**src/rtl/tpu_tile_sequencer_if.sv**
```systemverilog
// Bundle of host start/done, memory strobes and debug state for tpu_tile_sequencer.
// master = sequencer side, slave = host/memory/bench side.
interface tpu_tile_sequencer_if #(
  parameter int ADDRESSSIZE   = 10,
  parameter int W_ADDRESSSIZE = 2,
  parameter int TILE_BW       = 4
);
  // Handshake: start is a request with no ready; it is taken only while busy=0 and
  // abort=0, and done pulses one cycle at normal completion. Memory strobes are
  // one-way enables with no back-pressure.
  logic                     start;
  logic                     abort;
  logic [TILE_BW-1:0]       num_tiles;
  logic [ADDRESSSIZE-1:0]   ub_base;
  logic [ADDRESSSIZE-1:0]   res_base;
  logic                     busy;
  logic                     done;
  logic                     we_rl;
  logic [W_ADDRESSSIZE-1:0] w_addr;
  logic                     ub_rd_en;
  logic [ADDRESSSIZE-1:0]   ub_rd_addr;
  logic                     din_valid;
  logic                     res_we;
  logic [ADDRESSSIZE-1:0]   res_addr;
  logic [31:0]              perf_cycles;
  logic [2:0]               dbg_state;

  modport master (
    input  start, abort, num_tiles, ub_base, res_base,
    output busy, done, we_rl, w_addr, ub_rd_en, ub_rd_addr, din_valid,
           res_we, res_addr, perf_cycles, dbg_state
  );

  modport slave (
    output start, abort, num_tiles, ub_base, res_base,
    input  busy, done, we_rl, w_addr, ub_rd_en, ub_rd_addr, din_valid,
           res_we, res_addr, perf_cycles, dbg_state
  );
endinterface

```
**src/rtl/tpu_tile_sequencer.sv**
```systemverilog
// Multi-tile weight-load / row-stream / result-capture sequencer for the systolic array.
// Optional busy-cycle counter enabled by defining TPU_SEQ_PERF_CNT_EN.
module tpu_tile_sequencer #(
  parameter int MATRIX_SIZE   = 32,
  parameter int ADDRESSSIZE   = 10,
  parameter int W_ADDRESSSIZE = 2,
  parameter int TILE_BW       = 4,
  parameter int LATENCY       = 64
) (
  input  logic                  clk,
  input  logic                  rstn,
  tpu_tile_sequencer_if.master  bus
);

  localparam int RW = $clog2(MATRIX_SIZE);
  localparam logic [RW-1:0]      R_LAST    = RW'(MATRIX_SIZE - 1);
  localparam logic [LATENCY-1:0] TAIL_MASK = {LATENCY{1'b1}} >> 1;

  typedef enum logic [2:0] {
    IDLE   = 3'd0,
    LOAD_W = 3'd1,
    STREAM = 3'd2,
    DRAIN  = 3'd3,
    DONE   = 3'd4
  } state_t;

  state_t                   state, state_n;
  logic [TILE_BW-1:0]       tiles;
  logic [TILE_BW-1:0]       t, t_n;
  logic [TILE_BW:0]         t_inc;
  logic [RW-1:0]            r, r_n;
  logic [ADDRESSSIZE-1:0]   ub_ptr;
  logic [ADDRESSSIZE-1:0]   res_ptr;
  logic [LATENCY-1:0]       sr, sr_shift, sr_n;
  logic                     accept;
  logic                     pending;

  logic                     we_rl_q;
  logic [W_ADDRESSSIZE-1:0] w_addr_q;
  logic                     ub_rd_en_q;
  logic [ADDRESSSIZE-1:0]   ub_rd_addr_q;
  logic                     din_valid_q;
  logic [ADDRESSSIZE-1:0]   res_addr_q;
  logic                     done_q;
  logic                     busy_q;

  generate
    if (LATENCY == 1) begin : g_sr_one
      assign sr_shift = din_valid_q;
    end else begin : g_sr_many
      assign sr_shift = {sr[LATENCY-2:0], din_valid_q};
    end
  endgenerate

  // Rows are still in flight unless only the final stage (the res_we now issuing) is set.
  assign pending = din_valid_q | (|(sr & TAIL_MASK));
  assign t_inc   = {1'b0, t} + (TILE_BW+1)'(1);

  always_comb begin
    state_n = state;
    t_n     = t;
    r_n     = r;
    accept  = 1'b0;
    sr_n    = sr_shift;
    case (state)
      IDLE: begin
        if (bus.start) begin
          accept  = 1'b1;
          t_n     = '0;
          r_n     = '0;
          state_n = (bus.num_tiles == '0) ? DONE : LOAD_W;
        end
      end
      LOAD_W: begin
        r_n     = '0;
        state_n = STREAM;
      end
      STREAM: begin
        if (r == R_LAST) begin
          state_n = DRAIN;
        end else begin
          r_n = r + RW'(1);
        end
      end
      DRAIN: begin
        if (!pending) begin
          if (t_inc < {1'b0, tiles}) begin
            t_n     = t_inc[TILE_BW-1:0];
            state_n = LOAD_W;
          end else begin
            state_n = DONE;
          end
        end
      end
      DONE:    state_n = IDLE;
      default: state_n = IDLE;
    endcase
    if (bus.abort) begin
      state_n = IDLE;
      t_n     = '0;
      r_n     = '0;
      accept  = 1'b0;
      sr_n    = '0;
    end
  end

  always_ff @(posedge clk or negedge rstn) begin
    if (!rstn) begin
      state        <= IDLE;
      tiles        <= '0;
      t            <= '0;
      r            <= '0;
      ub_ptr       <= '0;
      res_ptr      <= '0;
      sr           <= '0;
      we_rl_q      <= 1'b0;
      w_addr_q     <= '0;
      ub_rd_en_q   <= 1'b0;
      ub_rd_addr_q <= '0;
      din_valid_q  <= 1'b0;
      res_addr_q   <= '0;
      done_q       <= 1'b0;
      busy_q       <= 1'b0;
    end else begin
      state       <= state_n;
      t           <= t_n;
      r           <= r_n;
      sr          <= sr_n;
      we_rl_q     <= (state_n == LOAD_W);
      ub_rd_en_q  <= (state_n == STREAM);
      din_valid_q <= bus.abort ? 1'b0 : ub_rd_en_q;
      done_q      <= (state_n == DONE);
      busy_q      <= (state_n != IDLE);
      if (state_n == LOAD_W) begin
        w_addr_q <= W_ADDRESSSIZE'(t_n);
      end
      // Tiles are contiguous in the unified buffer, so one running pointer covers t*M + r.
      if (state_n == STREAM) begin
        ub_rd_addr_q <= ub_ptr;
        ub_ptr       <= ub_ptr + ADDRESSSIZE'(1);
      end
      if (sr_n[LATENCY-1]) begin
        res_addr_q <= res_ptr;
        res_ptr    <= res_ptr + ADDRESSSIZE'(1);
      end
      if (accept) begin
        tiles   <= bus.num_tiles;
        ub_ptr  <= bus.ub_base;
        res_ptr <= bus.res_base;
      end
    end
  end

`ifdef TPU_SEQ_PERF_CNT_EN
  logic [31:0] perf_q;

  always_ff @(posedge clk or negedge rstn) begin
    if (!rstn) begin
      perf_q <= '0;
    end else if (accept) begin
      perf_q <= '0;
    end else if (busy_q && (perf_q != 32'hFFFF_FFFF)) begin
      perf_q <= perf_q + 32'd1;
    end
  end

  assign bus.perf_cycles = perf_q;
`else
  assign bus.perf_cycles = 32'd0;
`endif

  assign bus.busy       = busy_q;
  assign bus.done       = done_q;
  assign bus.we_rl      = we_rl_q;
  assign bus.w_addr     = w_addr_q;
  assign bus.ub_rd_en   = ub_rd_en_q;
  assign bus.ub_rd_addr = ub_rd_addr_q;
  assign bus.din_valid  = din_valid_q;
  assign bus.res_we     = sr[LATENCY-1];
  assign bus.res_addr   = res_addr_q;
  assign bus.dbg_state  = state;

endmodule

```
**src/flat_wrapper.sv**
```systemverilog
// flat-port wrapper written by rule: the top's interface ports become plain ports
module tpu_tile_sequencer_flat 
#(
  parameter int MATRIX_SIZE   = 32,
  parameter int ADDRESSSIZE   = 10,
  parameter int W_ADDRESSSIZE = 2,
  parameter int TILE_BW       = 4,
  parameter int LATENCY       = 64
)
  (clk, rstn, bus_start, bus_abort, bus_num_tiles, bus_ub_base, bus_res_base, bus_busy, bus_done, bus_we_rl, bus_w_addr, bus_ub_rd_en, bus_ub_rd_addr, bus_din_valid, bus_res_we, bus_res_addr, bus_perf_cycles, bus_dbg_state);
  tpu_tile_sequencer_if #(.ADDRESSSIZE(ADDRESSSIZE), .W_ADDRESSSIZE(W_ADDRESSSIZE), .TILE_BW(TILE_BW)) bus_i ();
  input  logic clk;
  input  logic rstn;
  input wire logic [$bits(bus_i.start)-1:0] bus_start;
  input wire logic [$bits(bus_i.abort)-1:0] bus_abort;
  input wire logic [$bits(bus_i.num_tiles)-1:0] bus_num_tiles;
  input wire logic [$bits(bus_i.ub_base)-1:0] bus_ub_base;
  input wire logic [$bits(bus_i.res_base)-1:0] bus_res_base;
  output wire logic [$bits(bus_i.busy)-1:0] bus_busy;
  output wire logic [$bits(bus_i.done)-1:0] bus_done;
  output wire logic [$bits(bus_i.we_rl)-1:0] bus_we_rl;
  output wire logic [$bits(bus_i.w_addr)-1:0] bus_w_addr;
  output wire logic [$bits(bus_i.ub_rd_en)-1:0] bus_ub_rd_en;
  output wire logic [$bits(bus_i.ub_rd_addr)-1:0] bus_ub_rd_addr;
  output wire logic [$bits(bus_i.din_valid)-1:0] bus_din_valid;
  output wire logic [$bits(bus_i.res_we)-1:0] bus_res_we;
  output wire logic [$bits(bus_i.res_addr)-1:0] bus_res_addr;
  output wire logic [$bits(bus_i.perf_cycles)-1:0] bus_perf_cycles;
  output wire logic [$bits(bus_i.dbg_state)-1:0] bus_dbg_state;
  assign bus_i.start = bus_start;
  assign bus_i.abort = bus_abort;
  assign bus_i.num_tiles = bus_num_tiles;
  assign bus_i.ub_base = bus_ub_base;
  assign bus_i.res_base = bus_res_base;
  assign bus_busy = bus_i.busy;
  assign bus_done = bus_i.done;
  assign bus_we_rl = bus_i.we_rl;
  assign bus_w_addr = bus_i.w_addr;
  assign bus_ub_rd_en = bus_i.ub_rd_en;
  assign bus_ub_rd_addr = bus_i.ub_rd_addr;
  assign bus_din_valid = bus_i.din_valid;
  assign bus_res_we = bus_i.res_we;
  assign bus_res_addr = bus_i.res_addr;
  assign bus_perf_cycles = bus_i.perf_cycles;
  assign bus_dbg_state = bus_i.dbg_state;
  tpu_tile_sequencer #(.MATRIX_SIZE(MATRIX_SIZE), .ADDRESSSIZE(ADDRESSSIZE), .W_ADDRESSSIZE(W_ADDRESSSIZE), .TILE_BW(TILE_BW), .LATENCY(LATENCY)) u_core (.clk(clk), .rstn(rstn), .bus(bus_i));
endmodule
```
**config.mk**
```make
export PLATFORM = sky130hd
export DESIGN_NAME = tpu_tile_sequencer_flat
export DESIGN_NICKNAME = d
export VERILOG_FILES = /design/src/rtl/tpu_tile_sequencer_if.sv /design/src/rtl/tpu_tile_sequencer.sv /design/src/flat_wrapper.sv
export SDC_FILE = /design/constraint.sdc
export NUM_CORES = 1
export LEC_CHECK = 0
export ABC_AREA = 1
export CAP_MARGIN = 20
export CORE_ASPECT_RATIO = 1.4
export CORE_UTILIZATION = 56
export CTS_BUF_LIST = sky130_fd_sc_hd__clkbuf_8
export CTS_CLUSTER_DIAMETER = 200
export DETAILED_ROUTE_END_ITERATION = 7
export PLACE_DENSITY = 0.93
export SLEW_MARGIN = 20
export SYNTH_ARGS = -nofsm -noshare
export SYNTH_HDL_FRONTEND = slang
export SYNTH_SLANG_ARGS = --single-unit
```
**constraint.sdc**
```tcl
create_clock -name clk -period 2.3 [get_ports clk]
set_input_delay 0.46 -clock clk [delete_from_list [all_inputs] [get_ports clk]]
set_output_delay 0.46 -clock clk [all_outputs]
set_load 0.01 [all_outputs]
```
[After elaboration in Yosys (flattened, before gate mapping)]
Index checks and enable logic that the tools add are counted.
Word-level totals
  bits in registers: 127
  input bits: 28
  word-level logic and storage cells: 68
Operators by class
  add/subtract/negate cells: 4
  $lt $le $gt $ge: 1
  equal/unequal tests: 11
  mux-type cells: 25
  bitwise operators: 1
  reductions and logical operators: 10
Operators by type and width (number)
  $mux W64: 1
  $reduce_or A63 Y1: 1
  $mux W10: 4
  $add A10 B1 Y10 const B: 2
  $mux W3: 6
  $mux W4: 4
  $mux W5: 3
  $pmux W5 S3: 1
  $pmux W3 S4: 1
  $eq A3 B2 Y1 const B: 3
  $ne A3 B3 Y1 const B: 3
  $pmux W4 S2: 1
  $eq A3 B1 Y1 const B: 2
  $reduce_bool A3 Y1: 2
  $add A4 B1 Y5 const B: 1
  $add A5 B1 Y5 const B: 1
  $eq A5 B5 Y1 const B: 1
  $lt A5 B4 Y1: 1
  $logic_not A4 Y1: 1
  $mux W1: 4
  $reduce_and A4 Y1: 1
  $reduce_bool A2 Y1: 2
  $reduce_bool A4 Y1: 1
  $eq A3 B3 Y1 const B: 1
  4 further kinds: 4

[Longest topological paths before layout]
  word-level depth: 9
  mapped depth: 16
  depth with buffers taken out: 16

[Least setup slack after synthesis]
Ideal clock, no wire load.
  path type: flip-flop to flip-flop
  start point: register u_core.t[0]
  end point: register u_core.ub_ptr[7]
  library setup time: 117 ps
  data arrival time: 1959 ps
  data required time: 2183 ps
  slack: 225 ps
  stages on the path, launching flop included: 16
  buffers on the path: 1
  period minus slack after synthesis: 2075 ps
  path through: dfrtp_1 -> ha_1 -> xor2_1 -> ha_1 -> nand2_1 -> inv_1 -> nand4_1 -> nand3_1 -> nand3_2 -> nand2_2 -> nand2_2 -> nand2_4 -> nand2_8 -> buf_6 -> nand3_1 -> nand2_1
On the way
  word-level cells in the longest chain between the ends: 8
RTL lines
  start, declared: line tpu_tile_sequencer.sv:29  | logic [TILE_BW-1:0] t, t_n;
  start signal, assigned: line tpu_tile_sequencer.sv:126  | t <= t_n;
  $add A4 B1 Y5: line tpu_tile_sequencer.sv:57  | assign t_inc = {1'b0, t} + (TILE_BW+1)'(1);
  $lt A5 B4 Y1: line tpu_tile_sequencer.sv:87  | if (t_inc < {1'b0, tiles}) begin
  $mux W3: line tpu_tile_sequencer.sv:87
  $mux W3: line tpu_tile_sequencer.sv:86  | if (!pending) begin
  $pmux W3 S4: line tpu_tile_sequencer.sv:65  | case (state)
  $mux W3: line tpu_tile_sequencer.sv:98  | if (bus.abort) begin
  $eq A3 B2 Y1: line tpu_tile_sequencer.sv:138  | if (state_n == STREAM) begin
  $reduce_bool A2 Y1 (no line)
  end signal, assigned: line tpu_tile_sequencer.sv:140  | ub_ptr <= ub_ptr + ADDRESSSIZE'(1);
  end signal, assigned: line tpu_tile_sequencer.sv:148  | ub_ptr <= bus.ub_base;
  end, declared: line tpu_tile_sequencer.sv:32  | logic [ADDRESSSIZE-1:0] ub_ptr;
No other way between the ends.
A chain may end at the register's enable or synchronous reset.

[Final worst setup path]
  start point: register u_core.t[1]
  end point: register u_core.ub_ptr[8]
The elaborated chain is that of the path after synthesis.

==> results.yml <==
setup_path:
  crit_fanout: 8
  path_class: "reg2reg"
  cp.required_ns: 2.63
  crit_path_start_kind: "flip-flop"
  arrival_ns: 2.64
  cp-end-kind: "flip-flop"
logic_synthesis:
  synthCells: 681
  yosysUniqueCellTypes: 38
  synthArstFlopShare_pct: 100
  ys_top_cells_by_area: "dfrtp_1, nand2_1, nor2_1, inv_1, buf_4"
  avgSynthCellArea_um2: 8.59
  synth_edf_count: 0
  synth_warnings: 0
  netlist_area_um2: 5850
  yosysTopAreaCellShare_pct: 54.3
  synth_flop_cell: "dfrtp_1"
  yosys-top-cells-count: "nand2_1, dfrtp_1, nor2_1"
  ys_seq_elements: 127
  ys_seq_area_share_pct: 54.3
  yosysMostFrequentCell: "nand2_1"
  yosys.area.top_type: "dfrtp_1"
timing:
  fmax_mhz: 434
  finalMaxSlewViolations: 0
  hold_viol: 0
  skew_ns: 0.0116
  tightest_slew_ns: 0.626
  min_period_ns: 2.30
  setup_ws_ns: -0.00245
  period_share_pct: 100
  setup_viol: 1
  slew_headroom_pct: 58.3
  rsz0062_at_grt: "true"
routing:
  vias: 4616
  vias_per_cell: 5.13
  drtAntennaViolNets: 0
  post_drt_wl_per_cell_um: 14.3
  routed_wl_um: 12800
  dr.pass1.iters: 6
  post-route-drc-count: 0
  first_iter_violations: 341
pwr:
  ir_drop_v: 0.000875
  p_per_area_nw_per_um2: 864
  leakagePower_nw: 3.50
status:
  violations: "negative setup slack"
  outcome: "complete, but fails checks"
clock_tree:
  clk_pin_slew_ns: 0.08
  cts_tree: "done"
  htreeDepth: 4
  cts.sinks: 127
  clk-insertion-delay-late_ns: 0.44
  clockBufferDepth: 2
  cts_buffers: 17
  cts-root-buf: "clkbuf_8"
hold_path:
  hold_path.class: "in2async"
placed_design:
  placed_area_um2: 6450
  gp_congestion: 0.898
  port_buffers: 58
  dp_hpwl_um: 8190
finish:
  fill_cells: 718
  antennaDiodeCount: 0
  layout-drive-gt1-share_pct: 11.0
  area_growth_pct: 20.1
  final_cell_area_um2: 7020
  fin_util_pct: 70.2
  nNetsFinal: 788
floorplan:
  row_count: 43
  start_util_pct: 58.4
  ios: 91
  fp.dieArea_um2: 10900
  die_h_um: 123
  dieWidth_um: 88.4
  coreArea_um2: 10000
global_route:
  antenna_found_initial: 0
  grt_pass1_wl_um: 20900
  grt_usage_pct: 25.6
  overflow: 0
  grt_pass1_vias: 4640
  grt_max_degree: 68
run:
  max_cap_viol_count: 0
-- kinds of logic after synthesis --
logic type,synth area share (%)
AOI/OAI and AO/OA,5.65
xor gates and xnor gates,2.10
adders and majority gates,1.71
buffers and inverters,12.4
DFF,54.3
other,0.0641
and+or+nand+nor,23.8
-- through the flow --
step	instances	hold slack [ns]	total power [mW]	setup TNS (ns)	setup WS, ns
floorplan	712	0.164	3.41	0	0.225
global placement	862	0.331	3.79	0	0.0803
detailed placement	862	0.335	3.86	-0.394	-0.0569
CTS	899	0.395	6.03	0	0.0156
global route	900	0.414	6.33	-1.19	-0.130
finish	900	0.426	6.07	-0.00245	-0.00245
-- cells in the final DEF (no fill, tap or decap), types with 7 or more instances in the layout --
master           netlist  layout
ha_1                   8       7
conb_1                 1      32
clkdlybuf4s50_1        0      56
inv_1                100     101
dfrtp_1              127     126
nand2_2                4       7
nand3_1               28      27
nand3_2               10      11
xor2_1                11      10
nor3_1                 7       7
nand2_1              138     134
clkbuf_8               0      17
o21ai_0               30      29
buf_4                 32       8
nor2_1               123     123
-- critical path, cell delays in order (launching register included) --
cell and delay [ns]:
dfrtp_2 0.45, ha_4 0.19, xor2_2 0.15, ha_1 0.33, nand2_1 0.07, inv_1 0.05, nand4_1 0.10, nand3_2 0.11
nand3_2 0.10, nand2_2 0.07, nand2_4 0.08, nand2_8 0.09, nand2_8 0.15, nand2_4 0.09, nand2_1 0.10, nand2_1 0.06
-- worst paths after layout --
path                          startpoint                endpoint  slack (ns)  depth (start not counted)
hold / removal                      rstn  u_core.bus.res_addr[7]        0.43                          2
min in group clk               bus_abort         u_core.tiles[0]        0.46                          5
max in group asynchronous           rstn           u_core.sr[57]        1.29                          3
hold reg to reg            u_core.sr[15]           u_core.sr[16]        0.48                          2
setup reg to reg             u_core.t[1]        u_core.ub_ptr[8]      -0.002                         15
setup / recovery             u_core.t[1]        u_core.ub_ptr[8]      -0.002                         15
-- metal layers --
metal | GRT usage [%] | vias up | wire, µm
met1 | 28.9 | 2189 | 4820
met2 | 43.2 | 215 | 6790
met3 | 6.88 | 47 | 768
met4 | 14.9 | 0 | 459
li1 | - | 2165 | -
met5 | 0 | - | 0
-- sequential cells by signal, indices dropped and copies added, names as in the netlist, 2 cells and up --
register and flops:
u_core.bus.ub_rd_addr 10, u_core.ub_ptr 10, u_core.bus.dbg_state 3, u_core.sr 64, u_core.r 5, u_core.bus.res_addr 10
u_core.t 4, u_core.res_ptr 10, u_core.bus.w_addr 2, u_core.tiles 4
-- what timing repair did --
| action | CTS | global route |
|---|---|---|
| gates resized for setup | 0 | 15 |
| hold endpoints to repair | 13 | 0 |
| buffers inserted | 2 | 0 |
| cloned | 2 | 1 |
| hold buffers | 1 | 0 |
| pin swaps | 1 | 4 |
| endpoints found under the setup margin | 13 | 26 |
-- layout make-up --
type                            count  area [µm²]  area share [%]
Sequential cell                   127        3180            45.3
Multi-Input combinational cell    434        2160            30.8
Timing Repair Buffer               68         676            9.62
Inverter                          104         393            5.59
Clock buffer                       17         234            3.33
Clock inverter                     15         210            2.99
Tap cell                          135         169            2.40
-- power by group --
group / leakage [nW] / internal [mW] / switching, mW
Combinational: 1.57 / 0.520 / 0.672
Clock: 0.223 / 1.20 / 0.952
Sequential: 1.71 / 2.48 / 0.250
Note: power is estimated with default switching activity, not from simulation.
